### src/rtl/qupls4_regfile_wport_arbiter_pkg.sv
// Shared types and defaults for the register-file write-port arbiter.
// Value/flag widths set the byte-enable vector width.
package qupls4_regfile_wport_arbiter_pkg;

    localparam int NREQ_DEF   = 8;
    localparam int WPORTS_DEF = 4;
    localparam int BWW        = 8;
    localparam int VALW       = 64;
    localparam int FLGW       = 8;
    localparam int PREGW      = 9;
    localparam int WEW        = (VALW + FLGW) / BWW + 1;
    localparam int STARVE_LIM = 7;
    localparam int CNTW       = 3;

    typedef logic [PREGW-1:0] pregno_t;
    typedef logic [VALW-1:0]  value_t;
    typedef logic [FLGW-1:0]  flags_t;
    typedef logic [WEW-1:0]   wen_t;
    typedef logic [CNTW-1:0]  wcnt_t;
    typedef logic [$clog2(NREQ_DEF)-1:0] wport_sel_t;

    localparam wcnt_t WAIT_MAX = wcnt_t'(STARVE_LIM);

endpackage

### src/rtl/qupls4_regfile_wport_arbiter_rr_pick_k.sv
// Picks up to K requesters (one-hot each) in rotation order from i_start,
// ignoring any requester whose i_blk bit is set.
module qupls4_regfile_wport_arbiter_rr_pick_k #(
    parameter int N  = 8,
    parameter int K  = 1,
    parameter int SW = $clog2(N)
) (
    input  logic [N-1:0]  i_req,
    input  logic [N-1:0]  i_blk,
    input  logic [SW-1:0] i_start,
    output logic [N-1:0]  o_pick [K],
    output logic [K-1:0]  o_any
);

    always_comb begin
        int            cnt;
        logic [SW-1:0] idx;
        cnt   = 0;
        idx   = '0;
        o_any = '0;
        for (int k = 0; k < K; k++) o_pick[k] = '0;
        for (int j = 0; j < N; j++) begin
            idx = SW'((int'(i_start) + j) % N);
            if (i_req[idx] && !i_blk[idx]) begin
                for (int k = 0; k < K; k++) begin
                    if (cnt == k) begin
                        o_pick[k][idx] = 1'b1;
                        o_any[k]       = 1'b1;
                    end
                end
                cnt++;
            end
        end
    end

endmodule

### src/rtl/qupls4_regfile_wport_arbiter.sv
// Shares WPORTS register-file write ports among NREQ producers: round-robin,
// starvation escalation, no two same-cycle writes to one physical register.
module qupls4_regfile_wport_arbiter
    import qupls4_regfile_wport_arbiter_pkg::*;
#(
    parameter int NREQ   = NREQ_DEF,
    parameter int WPORTS = WPORTS_DEF
) (
    input  logic              i_clk,
    input  logic              i_rst,
    input  logic [NREQ-1:0]   i_req_valid,
    output logic [NREQ-1:0]   o_req_ready,
    input  pregno_t           i_req_pr  [NREQ],
    input  wen_t              i_req_we  [NREQ],
    input  value_t            i_req_val [NREQ],
    input  flags_t            i_req_flg [NREQ],
    output logic [WPORTS-1:0] o_wr,
    output wen_t              o_we [WPORTS],
    output pregno_t           o_wa [WPORTS],
    output value_t            o_i  [WPORTS],
    output flags_t            o_ti [WPORTS],
    output logic              o_starve
);

    localparam int SELW = $clog2(NREQ);

    logic [SELW-1:0]   r_rr_ptr;
    wcnt_t             r_wait_cnt [NREQ];
    logic              r_starve;
    logic [WPORTS-1:0] r_wr;
    wen_t              r_we [WPORTS];
    pregno_t           r_wa [WPORTS];
    value_t            r_i  [WPORTS];
    flags_t            r_ti [WPORTS];

    logic [NREQ-1:0]   w_esc;
    logic [NREQ-1:0]   w_granted;
    logic [NREQ-1:0]   w_taken [WPORTS+1];
    logic [NREQ-1:0]   w_blk   [WPORTS+1];
    logic [WPORTS-1:0] w_port_any;
    logic [SELW-1:0]   w_port_idx [WPORTS];
    logic [SELW-1:0]   w_rr_nxt;
    wcnt_t             w_wait_nxt [NREQ];
    logic              w_starve_nxt;

    always_comb begin
        for (int n = 0; n < NREQ; n++) w_esc[n] = (r_wait_cnt[n] == WAIT_MAX);
    end

    assign w_taken[0] = '0;
    assign w_blk[0]   = '0;

    // Each port takes the first still-eligible requester, escalated ones first;
    // its preg then blocks every later port from the same destination.
    for (genvar k = 0; k < WPORTS; k++) begin : g_port
        logic [NREQ-1:0] w_avail;
        logic [NREQ-1:0] w_esc_pick [1];
        logic [NREQ-1:0] w_any_pick [1];
        logic [0:0]      w_esc_hit;
        logic [0:0]      w_any_hit;
        logic [NREQ-1:0] w_oh;
        logic [SELW-1:0] w_idx;
        pregno_t         w_pr;
        logic [NREQ-1:0] w_blk_add;

        assign w_avail = i_req_valid & ~w_taken[k] & ~w_blk[k];

        qupls4_regfile_wport_arbiter_rr_pick_k #(.N(NREQ), .K(1)) u_pick_esc (
            .i_req   (w_avail),
            .i_blk   (~w_esc),
            .i_start (r_rr_ptr),
            .o_pick  (w_esc_pick),
            .o_any   (w_esc_hit)
        );

        qupls4_regfile_wport_arbiter_rr_pick_k #(.N(NREQ), .K(1)) u_pick_any (
            .i_req   (w_avail),
            .i_blk   ({NREQ{1'b0}}),
            .i_start (r_rr_ptr),
            .o_pick  (w_any_pick),
            .o_any   (w_any_hit)
        );

        assign w_oh          = w_esc_hit[0] ? w_esc_pick[0] : w_any_pick[0];
        assign w_port_any[k] = w_any_hit[0];
        assign w_taken[k+1]  = w_taken[k] | w_oh;

        always_comb begin
            w_idx = '0;
            for (int n = 0; n < NREQ; n++) begin
                if (w_oh[n]) w_idx = SELW'(n);
            end
        end

        assign w_port_idx[k] = w_idx;
        assign w_pr          = i_req_pr[w_idx];

        always_comb begin
            for (int n = 0; n < NREQ; n++) begin
                w_blk_add[n] = w_any_hit[0] && (i_req_pr[n] == w_pr);
            end
        end

        assign w_blk[k+1] = w_blk[k] | w_blk_add;
    end

    assign w_granted   = w_taken[WPORTS];
    assign o_req_ready = i_rst ? '0 : w_granted;

    always_comb begin
        w_rr_nxt = r_rr_ptr;
        for (int k = 0; k < WPORTS; k++) begin
            if (w_port_any[k]) w_rr_nxt = SELW'((int'(w_port_idx[k]) + 1) % NREQ);
        end
    end

    always_comb begin
        w_starve_nxt = 1'b0;
        for (int n = 0; n < NREQ; n++) begin
            if (!i_req_valid[n] || w_granted[n]) begin
                w_wait_nxt[n] = '0;
            end else if (w_esc[n]) begin
                w_wait_nxt[n] = r_wait_cnt[n];
            end else begin
                w_wait_nxt[n] = wcnt_t'(r_wait_cnt[n] + 1'b1);
            end
            w_starve_nxt = w_starve_nxt | (w_wait_nxt[n] == WAIT_MAX);
        end
    end

    always_ff @(posedge i_clk) begin
        if (i_rst) begin
            r_rr_ptr <= '0;
            r_starve <= 1'b0;
            r_wr     <= '0;
            for (int n = 0; n < NREQ; n++) r_wait_cnt[n] <= '0;
            for (int k = 0; k < WPORTS; k++) begin
                r_we[k] <= '0;
                r_wa[k] <= '0;
                r_i[k]  <= '0;
                r_ti[k] <= '0;
            end
        end else begin
            r_rr_ptr <= w_rr_nxt;
            r_starve <= w_starve_nxt;
            r_wr     <= w_port_any;
            for (int n = 0; n < NREQ; n++) r_wait_cnt[n] <= w_wait_nxt[n];
            for (int k = 0; k < WPORTS; k++) begin
                if (w_port_any[k]) begin
                    r_we[k] <= i_req_we[w_port_idx[k]];
                    r_wa[k] <= i_req_pr[w_port_idx[k]];
                    r_i[k]  <= i_req_val[w_port_idx[k]];
                    r_ti[k] <= i_req_flg[w_port_idx[k]];
                end else begin
                    r_we[k] <= '0;
                end
            end
        end
    end

    assign o_wr     = r_wr;
    assign o_we     = r_we;
    assign o_wa     = r_wa;
    assign o_i      = r_i;
    assign o_ti     = r_ti;
    assign o_starve = r_starve;

endmodule

### config.mk
export PLATFORM = sky130hd
export DESIGN_NAME = qupls4_regfile_wport_arbiter
export DESIGN_NICKNAME = d
export VERILOG_FILES = /design/src/rtl/qupls4_regfile_wport_arbiter_pkg.sv /design/src/rtl/qupls4_regfile_wport_arbiter_rr_pick_k.sv /design/src/rtl/qupls4_regfile_wport_arbiter.sv
export SDC_FILE = /design/constraint.sdc
export NUM_CORES = 2
export LEC_CHECK = 0
export ABC_AREA = 1
export CAP_MARGIN = 20
export CELL_PAD_IN_SITES_DETAIL_PLACEMENT = 0
export CELL_PAD_IN_SITES_GLOBAL_PLACEMENT = 2
export CORE_MARGIN = 2
export CORE_UTILIZATION = 30
export DETAILED_ROUTE_END_ITERATION = 7
export DONT_BUFFER_PORTS = 1
export GPL_TIMING_DRIVEN = 0
export PLACE_DENSITY_LB_ADDON = 0.1
export SYNTH_ARGS = -nofsm -noshare
export SYNTH_HDL_FRONTEND = slang
export SYNTH_SLANG_ARGS = --single-unit
### constraint.sdc
create_clock -name i_clk -period 39.5 [get_ports i_clk]
set_input_delay 7.9 -clock i_clk [delete_from_list [all_inputs] [get_ports i_clk]]
set_output_delay 7.9 -clock i_clk [all_outputs]
set_load 0.05 [all_outputs]
Word-level counts from Yosys, hierarchy flattened
Memory sizes are Yosys's and may differ from the RTL's. A register that Yosys moved wholly into a read port is not among the register bits.
Index checks and enable logic that the tools add are counted.
{"block": "op_classes", "add_sub_neg": 67, "mul": 0, "div_mod_pow": 0, "n_lt_le_gt_ge": 20, "eq_ne": 40, "n_shift": 0, "mux": 514, "bitwise": 97, "n_reduce_logical": 189}
{"cell": "zero test 32 bit", "count": 56}
{"cell": "two-way mux 32 bit", "count": 48}
{"cell": "adder 32 x 2 -> 32 bit (second input constant)", "count": 40}
{"cell": "two-way mux 8 bit", "count": 133}
{"cell": "binary-select mux 64 bit (select 3 bit)", "count": 4}
{"cell": "two-way mux 64 bit", "count": 8}
{"cell": "bitwise OR 8 bit", "count": 61}
{"cell": "== test 9 bit", "count": 24}
{"cell": "two-way mux 1 bit", "count": 191}
{"cell": "two-way mux 3 bit", "count": 52}
{"cell": "binary-select mux 1 bit (select 3 bit)", "count": 40}
{"cell": "binary-select mux 10 bit (select 3 bit)", "count": 4}
{"cell": "binary-select mux 9 bit (select 3 bit)", "count": 4}
{"cell": "binary-select mux 8 bit (select 3 bit)", "count": 4}
{"cell": "logical AND 1 bit", "count": 96}
{"cell": "two-way mux 10 bit", "count": 8}
{"cell": "two-way mux 9 bit", "count": 8}
{"cell": "NOT 8 bit", "count": 7}
{"cell": "AND 8 bit", "count": 6}
{"cell": "== test 3 bit (second input constant)", "count": 16}
{"cell": "adder 3 x 1 -> 3 bit (second input constant)", "count": 13}
{"cell": "less-than comparator 3 x 4 -> 1 bit (second input constant)", "count": 8}
{"cell": "demux 1 bit (select 3 bit)", "count": 8}
{"cell": ">= comparator 3 x 1 -> 1 bit (second input constant)", "count": 8}
{"cell": "12 further kinds", "count": 80}
{"block": "totals", "reg_bits": 372, "latchBits": 0, "ram_bits": 24, "mem_bits_ro": 64, "wordCells": 955, "n_memories": 9}
{"memory": "r_wait_cnt", "depth": 8, "width": 3, "read_ports": 8, "rd_ports_with_merged_regs": 0, "wr": 8, "line": "qupls4_regfile_wport_arbiter.sv:28", "source": "wcnt_t r_wait_cnt [NREQ];"}
{"memory": "(name not given)", "depth": 8, "width": 1, "read_ports": 1, "rd_ports_with_merged_regs": 0, "wr": 0, "line": "qupls4_regfile_wport_arbiter_rr_pick_k.sv:24", "source": "if (i_req[idx] && !i_blk[idx]) begin"}
{"memory": "(name not given)", "depth": 8, "width": 1, "read_ports": 1, "rd_ports_with_merged_regs": 0, "wr": 0, "line": "qupls4_regfile_wport_arbiter_rr_pick_k.sv:24"}
{"memory": "(name not given)", "depth": 8, "width": 1, "read_ports": 1, "rd_ports_with_merged_regs": 0, "wr": 0, "line": "qupls4_regfile_wport_arbiter_rr_pick_k.sv:24"}
{"memory": "(name not given)", "depth": 8, "width": 1, "read_ports": 1, "rd_ports_with_merged_regs": 0, "wr": 0, "line": "qupls4_regfile_wport_arbiter_rr_pick_k.sv:24"}
{"memory": "(name not given)", "depth": 8, "width": 1, "read_ports": 1, "rd_ports_with_merged_regs": 0, "wr": 0, "line": "qupls4_regfile_wport_arbiter_rr_pick_k.sv:24"}
{"memory": "3 more memories"}

Depth between registers and ports, before layout
An unclocked memory read counts as a cell.
{"block": "depth", "depth_word": 166, "depth_mapped": 204, "depth_no_buf": 193}

Cells and area by module
Synthesis repeated with hierarchy kept, for this count alone.
{"block": "unflattened", "hier_cells": 10879, "hier_area_um2": 58513.6}
{"module": "qupls4_regfile_wport_arbiter", "n_inst": 1, "cells_per_inst": 7948, "area_each_um2": 42991.2, "seq_area_each_um2": 7927.6}
{"module": "qupls4_regfile_wport_arbiter_rr_pick_k at g_port[0].u_pick_any ...", "n_inst": 7, "cells_per_inst": 366, "area_each_um2": 1928.1, "seq_area_each_um2": 0.0}
{"module": "qupls4_regfile_wport_arbiter_rr_pick_k at g_port[3].u_pick_any", "n_inst": 1, "cells_per_inst": 369, "area_each_um2": 2025.7, "seq_area_each_um2": 0.0}

Least setup slack after synthesis
Ideal clock, no wire load.
{"block": "synth_path", "kind": "input -> output", "from": "input port i_req_valid[4]", "to": "output port o_req_ready[7]", "arrival_ns": 29.218, "required_ns": 31.600, "path_slack_ns": 2.382, "cell_stages": 168, "path_buffers": 13, "cell_sequence": "nand2_1 nand2_1 o21a_1 o21ai_1 inv_1 ha_1 inv_1 nand2_2 nand2_1 ha_1 nand2_1 nand2_1 ha_1 or2_1 nand2_1 inv_1 ha_1 nand2_1 [132 not listed] inv_1 ha_1 o21ai_1 inv_1 ha_1 inv_1 nand2_1 nand3_1 nand2_1 nor2_2 nand3_2 o21bai_4 buf_8 o22ai_4 buf_8 buf_12 buf_2 a21oi_1"}
{"block": "synth_between", "elab_chain_len": 153, "word_cells_on_any_way": 672, "classes_between": "add/sub: 48; eq/ne: 24; mux: 380; bitwise: 76; reduce/logical: 144"}
{"element": "start, declared", "line": "qupls4_regfile_wport_arbiter.sv:11", "source": "input logic [NREQ-1:0] i_req_valid,"}
{"element": "parallel branches: the longest is 151 deep, another holds adder 32 x 2 -> 32 bit"}
{"element": "bitwise OR 8 bit *", "line": "qupls4_regfile_wport_arbiter.sv:86", "source": "assign w_taken[k+1] = w_taken[k] | w_oh;"}
{"element": "two-way mux 8 bit *", "line": "qupls4_regfile_wport_arbiter.sv:108", "source": "assign o_req_ready = i_rst ? '0 : w_granted;"}
{"element": "end, declared", "line": "qupls4_regfile_wport_arbiter.sv:12", "source": "output logic [NREQ-1:0] o_req_ready,"}
Every way passes the cells marked *. The select of a mux whose other input is x is not followed.

Final worst setup path
{"block": "layout_path", "from": "input port i_req_valid[5]", "to": "output port o_req_ready[2]"}
The elaborated chain is that of the path after synthesis.

==> results.tsv <==
stage	metric	value	unit
run_status	outcome	complete, no violations	
clocking	worst-skew pair later-pin latency	770	ps
synthesis	synthesized area per cell	5.933	um2
timing	minimum clock period	38670	ps
floorplanning	Std-Cell Rows	166	
finish	Cell Count, Final, Fillers Out	13613	
clocking	cts bufs inserted	57	
setup_path	crit-path max FO	10	
setup_path	Crit. End Element	output pin	
route	Via-to-Cell Ratio	6.197	
clocking	depth of the CTS H-tree	2	
setup_path	Slowest cell on crit path	or2_2	
floorplanning	core area	0.2040	mm2
timing	final setup fails	0	
clocking	hold_buf cts	0	
route	vias after detailed routing	84364	
route	DRT Pass-1 Iters	7	
setup_path	Req. time, crit path	31600	ps
timing	actual slew at the worst max-slew pin	1307	ps
finish	most frequent cells in the layout	nand2_1 (2364), nand3_1 (1489), o21ai_0 (1214), inv_1 (945), nor2_1 (569)	
synthesis	Syn. warnings	0	
timing	fmax	25.86	MHz
floorplanning	Top Ports	1115	
route	wire length per cell	38.88	um
synthesis	Unique masters post-synth	91	
clocking	CTS Root Cell	clkbuf_16	
finish	area grow syn2layout	17.81	%
clocking	CTS sink cnt	396	
placed_design	placed cells	13074	
clocking	CTS Buffer Depth	3	
timing	Final WS setup	827.5	ps
timing	final period utilization	97.91	%
route	Final ANT Viol Nets	0	
flow_run	# Max-Cap Violations	0	
timing	final count of hold timing violations	0	
timing	clock skew	52.50	ps
synthesis	post-synth top area share	15.01	%
timing	Max-slew headroom	12.87	%
finish	commonest non-fill, non-tap cell in the layout	nand2_1	
finish	fin nets	11540	
clocking	CTS tree	done	
timing	Max Transition Viols Final	0	
timing	WHS	570.5	ps
route	number of DRC markers in iteration 0	11490	
synthesis	register area share after synthesis	12.91	%
floorplanning	initial core utilization	30.11	%
placed_design	routability congestion estimate	1.040	
global_route	first-pass GRT wire length	691.8	mm
synthesis	ys async rst share	0	%
placed_design	Placement Setup Slack	-4279	ps
setup_path	crit path DAT	30770	ps
global_route	total grt overflow	0	
hold_path	hold_sp	r_wait_cnt[0][0]	
setup_path	Worst setup startpoint	i_req_valid[5]	
global_route	total track usage	47.85	%
setup_path	Crit Path Class	input pin to output pin	
setup_path	cell mode on critical path	nand2_2	
setup_path	Buffers & Inverters on Critical Path	32	
hold_path	worst hold path type	flip-flop to flip-flop	
route	drt total wl	529.3	mm
floorplanning	Chip Height	456.5	um
clocking	Worst-path clk slew	60	ps
synthesis	main flop type after synthesis	dfxtp_1	
global_route	vias in the first global route	76188	
setup_path	Reg2Reg Launch Point	r_rr_ptr[0]	
global_route	initial antenna violation count	101	
finish	share of post-route cells with drive strength above 1	18.75	%
floorplanning	die footprint	0.2084	mm2
synthesis	Synth area leaders	nand2_1 (15%), dfxtp_1 (13%), nand3_1 (13%)	
synthesis	post-synth net total	11189	
synthesis	Syn Inst Count	10353	
finish	Fillers	23094	
placed_design	IO Port Bufs	0	
setup_path	CP top delay family	simple AND/OR/NAND/NOR gates	
setup_path	startpoint types	input pin	
synthesis	#FFs+latches synth	396	
synthesis	Netlist Area Pre-Place	0.06142	mm2
synthesis	Post-synth EDFFs	0	
floorplanning	Die Width	456.5	um
route	DRC	0	
global_route	largest net degree at the start of global routing	19	
setup_path	CP peak stage delay	300	ps
synthesis	Yosys top cell by area	nand2_1	
placed_design	DP Wirelength	417.6	mm
## worst min-delay path: stages (launching register included)
cell	delay, ps
dfxtp_1	340
xor2_1	70
nand2_1	70
nor2_1	40
## kinds of logic after synthesis
group	count (synthesis)	share of synthesized area, %
buf+inv	1845	16.43
xor+xnor	19	0.2954
fa+ha+maj	98	1.996
mux	5	0.09166
compound gates	2386	21.74
simple gates	5604	46.55
flops	396	12.91
## layout make-up
type | count | area, um2 | area share (%)
Clock buffer | 75 | 1584 | 2.189
Buffer | 784 | 6092 | 8.419
Antenna cell | 187 | 467.9 | 0.6467
Inverter | 1057 | 4111 | 5.682
Tap cell | 2688 | 3363 | 4.648
Multi-Input combinational cell | 8130 | 45700 | 63.16
Timing Repair Buffer | 278 | 2799 | 3.868
Clock inverter | 18 | 314.1 | 0.4340
Sequential cell | 396 | 7928 | 10.96
## state kept, by name (all words and copies together) (netlist names)
name,cells
o_we,40
o_wr,4
o_starve,1
o_ti,32
o_wa,36
r_rr_ptr,3
o_i,256
r_wait_cnt,24
## layer usage
metal | up-vias | wire (um) | GRT usage (%)
li1 | 35666 | - | -
met1 | 40606 | 185600 | 53.39
met2 | 6177 | 225100 | 73.50
met3 | 1889 | 56440 | 13.40
met4 | 26 | 62020 | 44.65
met5 | - | 186 | 0
## per-stage QoR
stage / util [%] / instance area (um2) / TNS, ps
after floorplan: - / 61420 / 0
after global placement: 31.76 / 64780 / -28790
after detailed placement: 32.02 / 65300 / -27540
after CTS: 34.05 / 69450 / 0
after global routing: 35.43 / 72270 / -617.0
final: 35.48 / 72360 / 0
## what timing repair did
item | CTS | global route
gates resized for setup | 227 | 270
pin swaps | 111 | 187
setup endpoints to repair | 8 | 8
cloned | 11 | 16
buffers inserted | 105 | 127
## worst paths after layout
path	end	cells after the start	slack [ps]
setup / recovery	o_req_ready[2]	159	830
hold / removal	r_wait_cnt[0][0]	3	570
setup reg to reg	o_i[22]	179	12010
hold reg to reg	r_wait_cnt[0][0]	3	570
## cells in the mapped netlist (all sizes together) (3+ instances only)
cell type,count
o22ai,170
inv,1034
a221oi,28
buf,274
nand3,2043
nand3b,8
nor2,693
a31oi,46
ha,98
o2111ai,9
xor2,17
nor3,56
o32ai,8
and2,5
and3,4
or2,21
dlymetal6s2s,5
nand4,40
o21ai,1302
o21bai,23
bufbuf,4
o211ai,189
mux2,5
clkbuf,497
dfxtp,396
o221ai,17
a21oi,586
nand2,2730
dlygate4sd3,3
dlygate4sd1,3
clkinv,21
Power is left out: the tool's default activity adds up to more than one toggle a clock period on the data nets, which glitch-free logic cannot reach.
